$ cat src/rtl/hist_shift_search.sv
// hist_shift_search: per-frame AWB histogram alignment engine.
// Sweeps a signed shift of the R and/or B histogram against the fixed G
// histogram. For every shift it sums min(G[k], T[k+s]) over all bins, then
// reports the shift with the largest overlap for each searched channel.
module hist_shift_search #(
    parameter int BINS_LOG2 = 8,
    parameter int CNT_W     = 32,
    parameter int ACC_W     = 40,
    parameter int RD_LAT    = 1,
    parameter int SHIFT_MIN = -64,
    parameter int SHIFT_MAX = 64,
    parameter int STEP      = 4
) (
    input  logic                 i_clk,
    input  logic                 i_rst,
    input  logic                 i_start,
    input  logic [1:0]           i_mode,
    output logic                 o_rd_en,
    output logic [BINS_LOG2-1:0] o_g_addr,
    output logic [BINS_LOG2-1:0] o_r_addr,
    output logic [BINS_LOG2-1:0] o_b_addr,
    input  logic [CNT_W-1:0]     i_g_dout,
    input  logic [CNT_W-1:0]     i_r_dout,
    input  logic [CNT_W-1:0]     i_b_dout,
    output logic                 o_busy,
    output logic                 o_done,
    output logic signed [15:0]   o_r_shift,
    output logic [ACC_W-1:0]     o_r_overlap,
    output logic signed [15:0]   o_b_shift,
    output logic [ACC_W-1:0]     o_b_overlap
);

    localparam int BINS = 1 << BINS_LOG2;
    localparam int DW   = $clog2(RD_LAT + 2);
    localparam logic signed [15:0] SMIN16 = 16'(SHIFT_MIN);

    typedef enum logic [2:0] {IDLE, SWEEP, DRAIN, EVAL, FIN} state_t;

    // Control state
    state_t                 state;
    logic                   both_q;     // R then B requested
    logic                   chan_b;     // channel currently being searched is B
    logic signed [15:0]     s_q;        // current shift
    logic [BINS_LOG2-1:0]   k_q;        // current G bin
    logic [DW-1:0]          drn_q;      // drain cycle counter
    logic [BINS_LOG2-1:0]   tgt_q;      // registered target address
    logic                   inr_q;      // registered in-range flag of the issued read
    logic [RD_LAT-1:0]      vld_p;      // read-valid pipeline
    logic [RD_LAT-1:0]      inr_p;      // in-range pipeline matching vld_p

    // Datapath state
    logic [ACC_W-1:0]       acc;
    logic [ACC_W-1:0]       best;
    logic signed [15:0]     best_shift;

    // Combinational helpers
    logic [CNT_W-1:0]       beat_min;
    logic [CNT_W-1:0]       beat_add;
    logic                   best_win;
    logic [ACC_W-1:0]       best_nx;
    logic signed [15:0]     bshift_nx;
    logic signed [31:0]     s_nx32;
    logic                   more;
    logic                   to_b;
    logic [BINS_LOG2:0]     iss_seq;
    logic [BINS_LOG2:0]     iss_first;
    logic [BINS_LOG2:0]     iss_next;

    // Accumulator add that sticks at all-ones instead of wrapping.
    function automatic logic [ACC_W-1:0] sat_add(input logic [ACC_W-1:0] a,
                                                 input logic [CNT_W-1:0] b);
        logic [ACC_W:0] sum;
        sum = {1'b0, a} + {{(ACC_W + 1 - CNT_W){1'b0}}, b};
        return sum[ACC_W] ? '1 : sum[ACC_W-1:0];
    endfunction

    function automatic logic [CNT_W-1:0] min_cnt(input logic [CNT_W-1:0] a,
                                                 input logic [CNT_W-1:0] b);
        return (a < b) ? a : b;
    endfunction

    // Target read for bin k at shift s: {in_range, address}. Out-of-range
    // targets read address 0 and are masked later by the in-range flag.
    function automatic logic [BINS_LOG2:0] issue_rd(input logic [BINS_LOG2-1:0] k,
                                                    input logic signed [15:0] s);
        logic signed [31:0] t;
        t = $signed({{(32 - BINS_LOG2){1'b0}}, k}) + $signed({{16{s[15]}}, s});
        if (t >= 0 && t < BINS) begin
            return {1'b1, t[BINS_LOG2-1:0]};
        end
        return '0;
    endfunction

    assign o_r_addr = tgt_q;
    assign o_b_addr = tgt_q;

    // Beat selection, best-so-far update and next-shift decisions.
    always_comb begin
        beat_min  = min_cnt(i_g_dout, chan_b ? i_b_dout : i_r_dout);
        beat_add  = inr_p[RD_LAT-1] ? beat_min : '0;
        best_win  = acc > best;
        best_nx   = best_win ? acc : best;
        bshift_nx = best_win ? s_q : best_shift;
        s_nx32    = $signed({{16{s_q[15]}}, s_q}) + STEP;
        more      = (s_nx32 <= SHIFT_MAX);
        to_b      = !more && !chan_b && both_q;
        iss_seq   = issue_rd(k_q + 1'b1, s_q);
        iss_first = issue_rd('0, SMIN16);
        iss_next  = issue_rd('0, s_nx32[15:0]);
    end

    // Control FSM with registered read strobes, addresses, status and results.
    always_ff @(posedge i_clk) begin
        if (i_rst) begin
            state       <= IDLE;
            both_q      <= 1'b0;
            chan_b      <= 1'b0;
            s_q         <= '0;
            k_q         <= '0;
            drn_q       <= '0;
            tgt_q       <= '0;
            inr_q       <= 1'b0;
            vld_p       <= '0;
            o_rd_en     <= 1'b0;
            o_g_addr    <= '0;
            o_busy      <= 1'b0;
            o_done      <= 1'b0;
            o_r_shift   <= '0;
            o_r_overlap <= '0;
            o_b_shift   <= '0;
            o_b_overlap <= '0;
        end else begin
            o_done   <= 1'b0;
            vld_p[0] <= o_rd_en;
            for (int i = 1; i < RD_LAT; i++) begin
                vld_p[i] <= vld_p[i-1];
            end
            case (state)
                IDLE: begin
                    if (i_start) begin
                        both_q           <= i_mode[1];
                        chan_b           <= (i_mode == 2'd1);
                        s_q              <= SMIN16;
                        k_q              <= '0;
                        o_g_addr         <= '0;
                        o_rd_en          <= 1'b1;
                        {inr_q, tgt_q}   <= iss_first;
                        o_busy           <= 1'b1;
                        state            <= SWEEP;
                    end
                end
                SWEEP: begin
                    if (&k_q) begin
                        o_rd_en  <= 1'b0;
                        o_g_addr <= '0;
                        tgt_q    <= '0;
                        inr_q    <= 1'b0;
                        drn_q    <= '0;
                        state    <= DRAIN;
                    end else begin
                        k_q            <= k_q + 1'b1;
                        o_g_addr       <= k_q + 1'b1;
                        {inr_q, tgt_q} <= iss_seq;
                    end
                end
                DRAIN: begin
                    if (drn_q == DW'(RD_LAT)) begin
                        state <= EVAL;
                    end else begin
                        drn_q <= drn_q + 1'b1;
                    end
                end
                EVAL: begin
                    if (more) begin
                        s_q            <= s_nx32[15:0];
                        k_q            <= '0;
                        o_g_addr       <= '0;
                        o_rd_en        <= 1'b1;
                        {inr_q, tgt_q} <= iss_next;
                        state          <= SWEEP;
                    end else begin
                        if (chan_b) begin
                            o_b_shift   <= bshift_nx;
                            o_b_overlap <= best_nx;
                        end else begin
                            o_r_shift   <= bshift_nx;
                            o_r_overlap <= best_nx;
                        end
                        if (to_b) begin
                            chan_b         <= 1'b1;
                            s_q            <= SMIN16;
                            k_q            <= '0;
                            o_g_addr       <= '0;
                            o_rd_en        <= 1'b1;
                            {inr_q, tgt_q} <= iss_first;
                            state          <= SWEEP;
                        end else begin
                            o_busy <= 1'b0;
                            o_done <= 1'b1;
                            state  <= FIN;
                        end
                    end
                end
                FIN: begin
                    state <= IDLE;
                end
                default: begin
                    state <= IDLE;
                end
            endcase
        end
    end

    // Overlap accumulation and best-shift tracking; cleared on every new run.
    always_ff @(posedge i_clk) begin
        inr_p[0] <= inr_q;
        for (int i = 1; i < RD_LAT; i++) begin
            inr_p[i] <= inr_p[i-1];
        end
        if (state == IDLE) begin
            acc        <= '0;
            best       <= '0;
            best_shift <= SMIN16;
        end else if (state == EVAL) begin
            acc <= '0;
            if (to_b) begin
                best       <= '0;
                best_shift <= SMIN16;
            end else begin
                best       <= best_nx;
                best_shift <= bshift_nx;
            end
        end else if (vld_p[RD_LAT-1]) begin
            acc <= sat_add(acc, beat_add);
        end
    end

endmodule

$ cat config.mk
export PLATFORM = sky130hd
export DESIGN_NAME = hist_shift_search
export DESIGN_NICKNAME = d
export VERILOG_FILES = /design/src/rtl/hist_shift_search.sv
export SDC_FILE = /design/constraint.sdc
export NUM_CORES = 1
export LEC_CHECK = 0
export ABC_AREA = 1
export BUFFER_PORTS_ARGS = -buffer_cell sky130_fd_sc_hd__buf_2
export CORE_ASPECT_RATIO = 0.6
export CORE_MARGIN = 3
export CORE_UTILIZATION = 58
export DETAILED_ROUTE_END_ITERATION = 10
export PLACE_DENSITY_LB_ADDON = 0.15
export SKIP_CTS_REPAIR_TIMING = 1
export SLEW_MARGIN = 20
export SYNTH_ARGS = -nofsm -noshare
export SYNTH_HDL_FRONTEND = slang
export SYNTH_SLANG_ARGS = --single-unit
export TNS_END_PERCENT = 5
$ cat constraint.sdc
create_clock -name i_clk -period 7.23 [get_ports i_clk]
set_clock_uncertainty 0.1 [all_clocks]
set_input_delay 0.3615 -clock i_clk [delete_from_list [all_inputs] [get_ports i_clk]]
set_output_delay 0.3615 -clock i_clk [all_outputs]
set_load 0.05 [all_outputs]
==> summary.md <==
| Metric | Value |
|---|---|
| Sw power | `3.29 mW` |
| Slowest cell on crit path | `dfxtp_2` |
| Register area share after synthesis | `32.5%` |
| Top-count cell post-synth | `nand2_1` |
| Largest net degree at the start of global routing | `105` |
| Final hold violation count | `0` |
| Arr. time, crit path | `6.77 ns` |
| Tightest Pin Transition | `1.13 ns` |
| Worst hold start | `i_mode[1]` |
| CTS Root Cell | `clkbuf_16` |
| Final min period | `6.44 ns` |
| Fin area | `18,000 um^2` |
| Ranking of synthesized cells by area | `dfxtp_1 32%, nand2_1 11%, nor2_1 9.2%, ha_1 9.0%, o21ai_0 6.5%` |
| Slew headroom | `24.9%` |
| Placed cell areas | `17,200 um^2` |
| Reg power frac | `28.2%` |
| Max-Cap Viols | `0` |
| Global placement routability congestion | `1.02` |
| Syn_nets | `2,566` |
| Reg clk slew, reported paths | `0.07 ns` |
| Antenna viol nets, final | `0` |
| Die Area | `29,600 um^2` |
| Die Y | `135 um` |
| Syn Area/Cell | `6.80 um^2` |
| Crit Path Max Fanout | `63` |
| Yosys warns | `0` |
| R2r startpoint | `chan_b` |
| Synth async-reset ratio | `0%` |
| Die Wd | `220 um` |
| Top FF cell, synth | `dfxtp_1` |
| First-pass GRT wire length | `80,300 um` |
| Core footprint | `26,800 um^2` |
| Distinct cells, synth | `50` |
| Initial antenna violation count | `0` |
| Vias | `16,800` |
| RR Endpoint | `acc[0]` |
| Vias in the first global route | `15,090` |
| Synth Area in Compound Gates | `17.0%` |
| Clock Latency Late Sink | `0.54 ns` |
| Hold Crit Depth | `3` |
| Row count | `46` |
| Fin nets | `2,737` |
| Starting Density | `59.7%` |
| Synth-to-Final Area Change | `12.6%` |
| H-tree lvl count | `1` |
| Worst EP required | `7.57 ns` |
| Grt ovf | `0` |
| Share of the synthesized area in the top cell type | `32.5%` |
| Dpl cells | `2,853` |
| Clock Power Share | `20.3%` |
| Initial drt markers | `1,816` |
| CTS buffer count | `25` |
| RSZ-0062 raised after global routing | `no` |
| Fin crit share | `89.0%` |
| Sw frac | `51.5%` |
| Number of synthesized flops with an enable pin | `0` |
| R2R depth | `27` |
| Cell Area, Synth | `16,000 um^2` |
| Critical Path Sink Type | `flop` |
| Pint | `3.11 mW` |
| Fin. max-slew vios | `0` |
| Mux cell area share after synthesis | `1.94%` |
| HPWL after DPL | `38,800 um` |
| Final wirelength | `51,500 um` |
| Layout Cells excl Fill | `2,896` |
| VDD IR max | `1.15 mV` |
| Synth Area in XOR/XNOR | `1.97%` |
| Hold Path End | `both_q` |
| Cell mode on critical path | `nand2_1` |
| CP max stage delay | `0.79 ns` |
| DRT Pass-1 Iters | `6` |
| Pwr/cell area | `356 nW/um^2` |
| Maximum clock path buffer count | `3` |
| Routed WL per cell | `17.8 um` |
| Post-Syn Instances | `2,349` |
| Pwr Total | `6.40 mW` |
| Synth top cells by count | `469 x nand2_1, 392 x nor2_1, 259 x dfxtp_1` |
| Adder-Cell Fraction of Synth Area | `9.14%` |
| Setup TNS | `0 ns` |
| Total GRT Usage | `33.7%` |
| Synth Area in Simple Gates | `29.3%` |
| Pleak | `8.50 nW` |
| CP bufs+invs | `2` |
| CTS tree | `built` |
| Clock sinks | `259` |
| Critical path class | `reg2reg` |
| Final setup fails | `0` |
| Outcome | `finished, final reports clean` |
| Diodes inserted | `0` |
| Comb power frac | `51.5%` |
| Worst Hold Class | `in2reg` |
| Boundary Pins | `240` |
| Main combinational cell family by area after synthesis | `simple AND/OR/NAND/NOR gates` |
| Top delay family on crit path | `simple AND/OR/NAND/NOR gates` |
| DR vias/cell | `5.80` |
| Critical Path Source Type | `flop` |
| Worst hold margin | `0.0637 ns` |
| R2R Setup Slk | `0.79 ns` |
| Fmax | `155 MHz` |
| Yosys top cell by area | `dfxtp_1` |
| IO buf count | `239` |
| Residual DRC count | `0` |
| Share of layout cells above drive strength 1 | `13.2%` |
| Yosys reg bits | `259` |
## state kept, by name, summed over array words and instances (netlist names), 2 cells and up
| register | flops |
|---|---|
| drn_q | 2 |
| o_b_overlap | 40 |
| o_r_overlap | 40 |
| o_b_shift | 16 |
| s_q | 14 |
| best_shift | 16 |
| o_b_addr | 8 |
| best | 40 |
| k_q | 8 |
| o_g_addr | 8 |
| state | 3 |
| acc | 40 |
| o_r_shift | 16 |
## layout make-up
cell class / instances / area (um^2)
multi-input cells: 1779 / 9490
well taps: 360 / 450
clock buffers: 30 / 674
fillers: 2429 / 8790
inverters: 201 / 754
repair buffers: 254 / 1310
flip-flops and latches: 259 / 5190
clock inverters: 13 / 110
## worst max-delay path by stage
stage	slack, ns	startpoint	endpoint	cells past startpoint
floorplan	2.24	chan_b	acc[19]	27
global placement	1.36	chan_b	acc[0]	26
detailed placement	0.98	chan_b	acc[0]	27
CTS	0.95	chan_b	acc[0]	27
global route	0.47	chan_b	acc[0]	27
finish	0.79	chan_b	acc[0]	27
## power by group through the flow
stage,logic (mW),registers [mW],clock network [mW]
3_3_place_gp,3.14,1.82,0
3_5_place_dp,3.21,1.82,0
5_1_grt,3.58,1.82,1.36
4_1_cts,3.22,1.79,1.30
6_report,3.30,1.81,1.30
2_1_floorplan,2.19,1.90,0
## cells in the final DEF (no fill, tap or decap), types with 3 or more instances in the layout
cell type  instances
o21ai_0          206
a21o_1             7
o21bai_1           7
o21ai_1           44
o211ai_1           5
xor2_1            22
nor3_1            15
buf_2            239
clkbuf_8           3
clkbuf_16         25
inv_6              3
nor2_2             4
a21oi_1          129
nand2_2           10
nor4_1             8
ha_1             115
dfxtp_2            3
clkinv_2           6
xnor2_1           14
inv_1            196
nand2_1          468
a31oi_1           39
nand3b_1          37
nand3_1          133
o21a_1             5
dfxtp_1          256
buf_4             15
mux2i_1           31
nand4_1           20
nor2_4             3
inv_2              5
a21boi_0          36
nor2_1           392
or2_2              4
## layer usage
layer	global-route usage (%)	part of all wire (%)
met5	0	0
met4	6.00	1.8
met3	9.04	12
met2	47.4	39
met1	51.8	47
## logic make-up after synthesis
family	count (synthesis)
compound gates	491
xor+xnor	36
fa+ha+maj	116
buf+inv	311
flops	259
mux	31
other cells	1
simple gates	1104
## per-stage QoR
stage | setup slack, ns | utilization (%)
after detailed placement | 0.984 | 64.2
after global routing | 0.466 | 67.2
final | 0.792 | 67.2
after global placement | 1.36 | 64.2
after CTS | 0.950 | 67.2
after floorplan | 2.24 | -
## worst min-delay path: cells and delay by family
| family | cells | cell delay [ns] |
|---|---|---|
| buffers and inverters | 1 | 0.10 |
| AO/OA/AOI/OAI | 2 | 0.21 |
No activity file was read; power rests on OpenSTA's default activity.
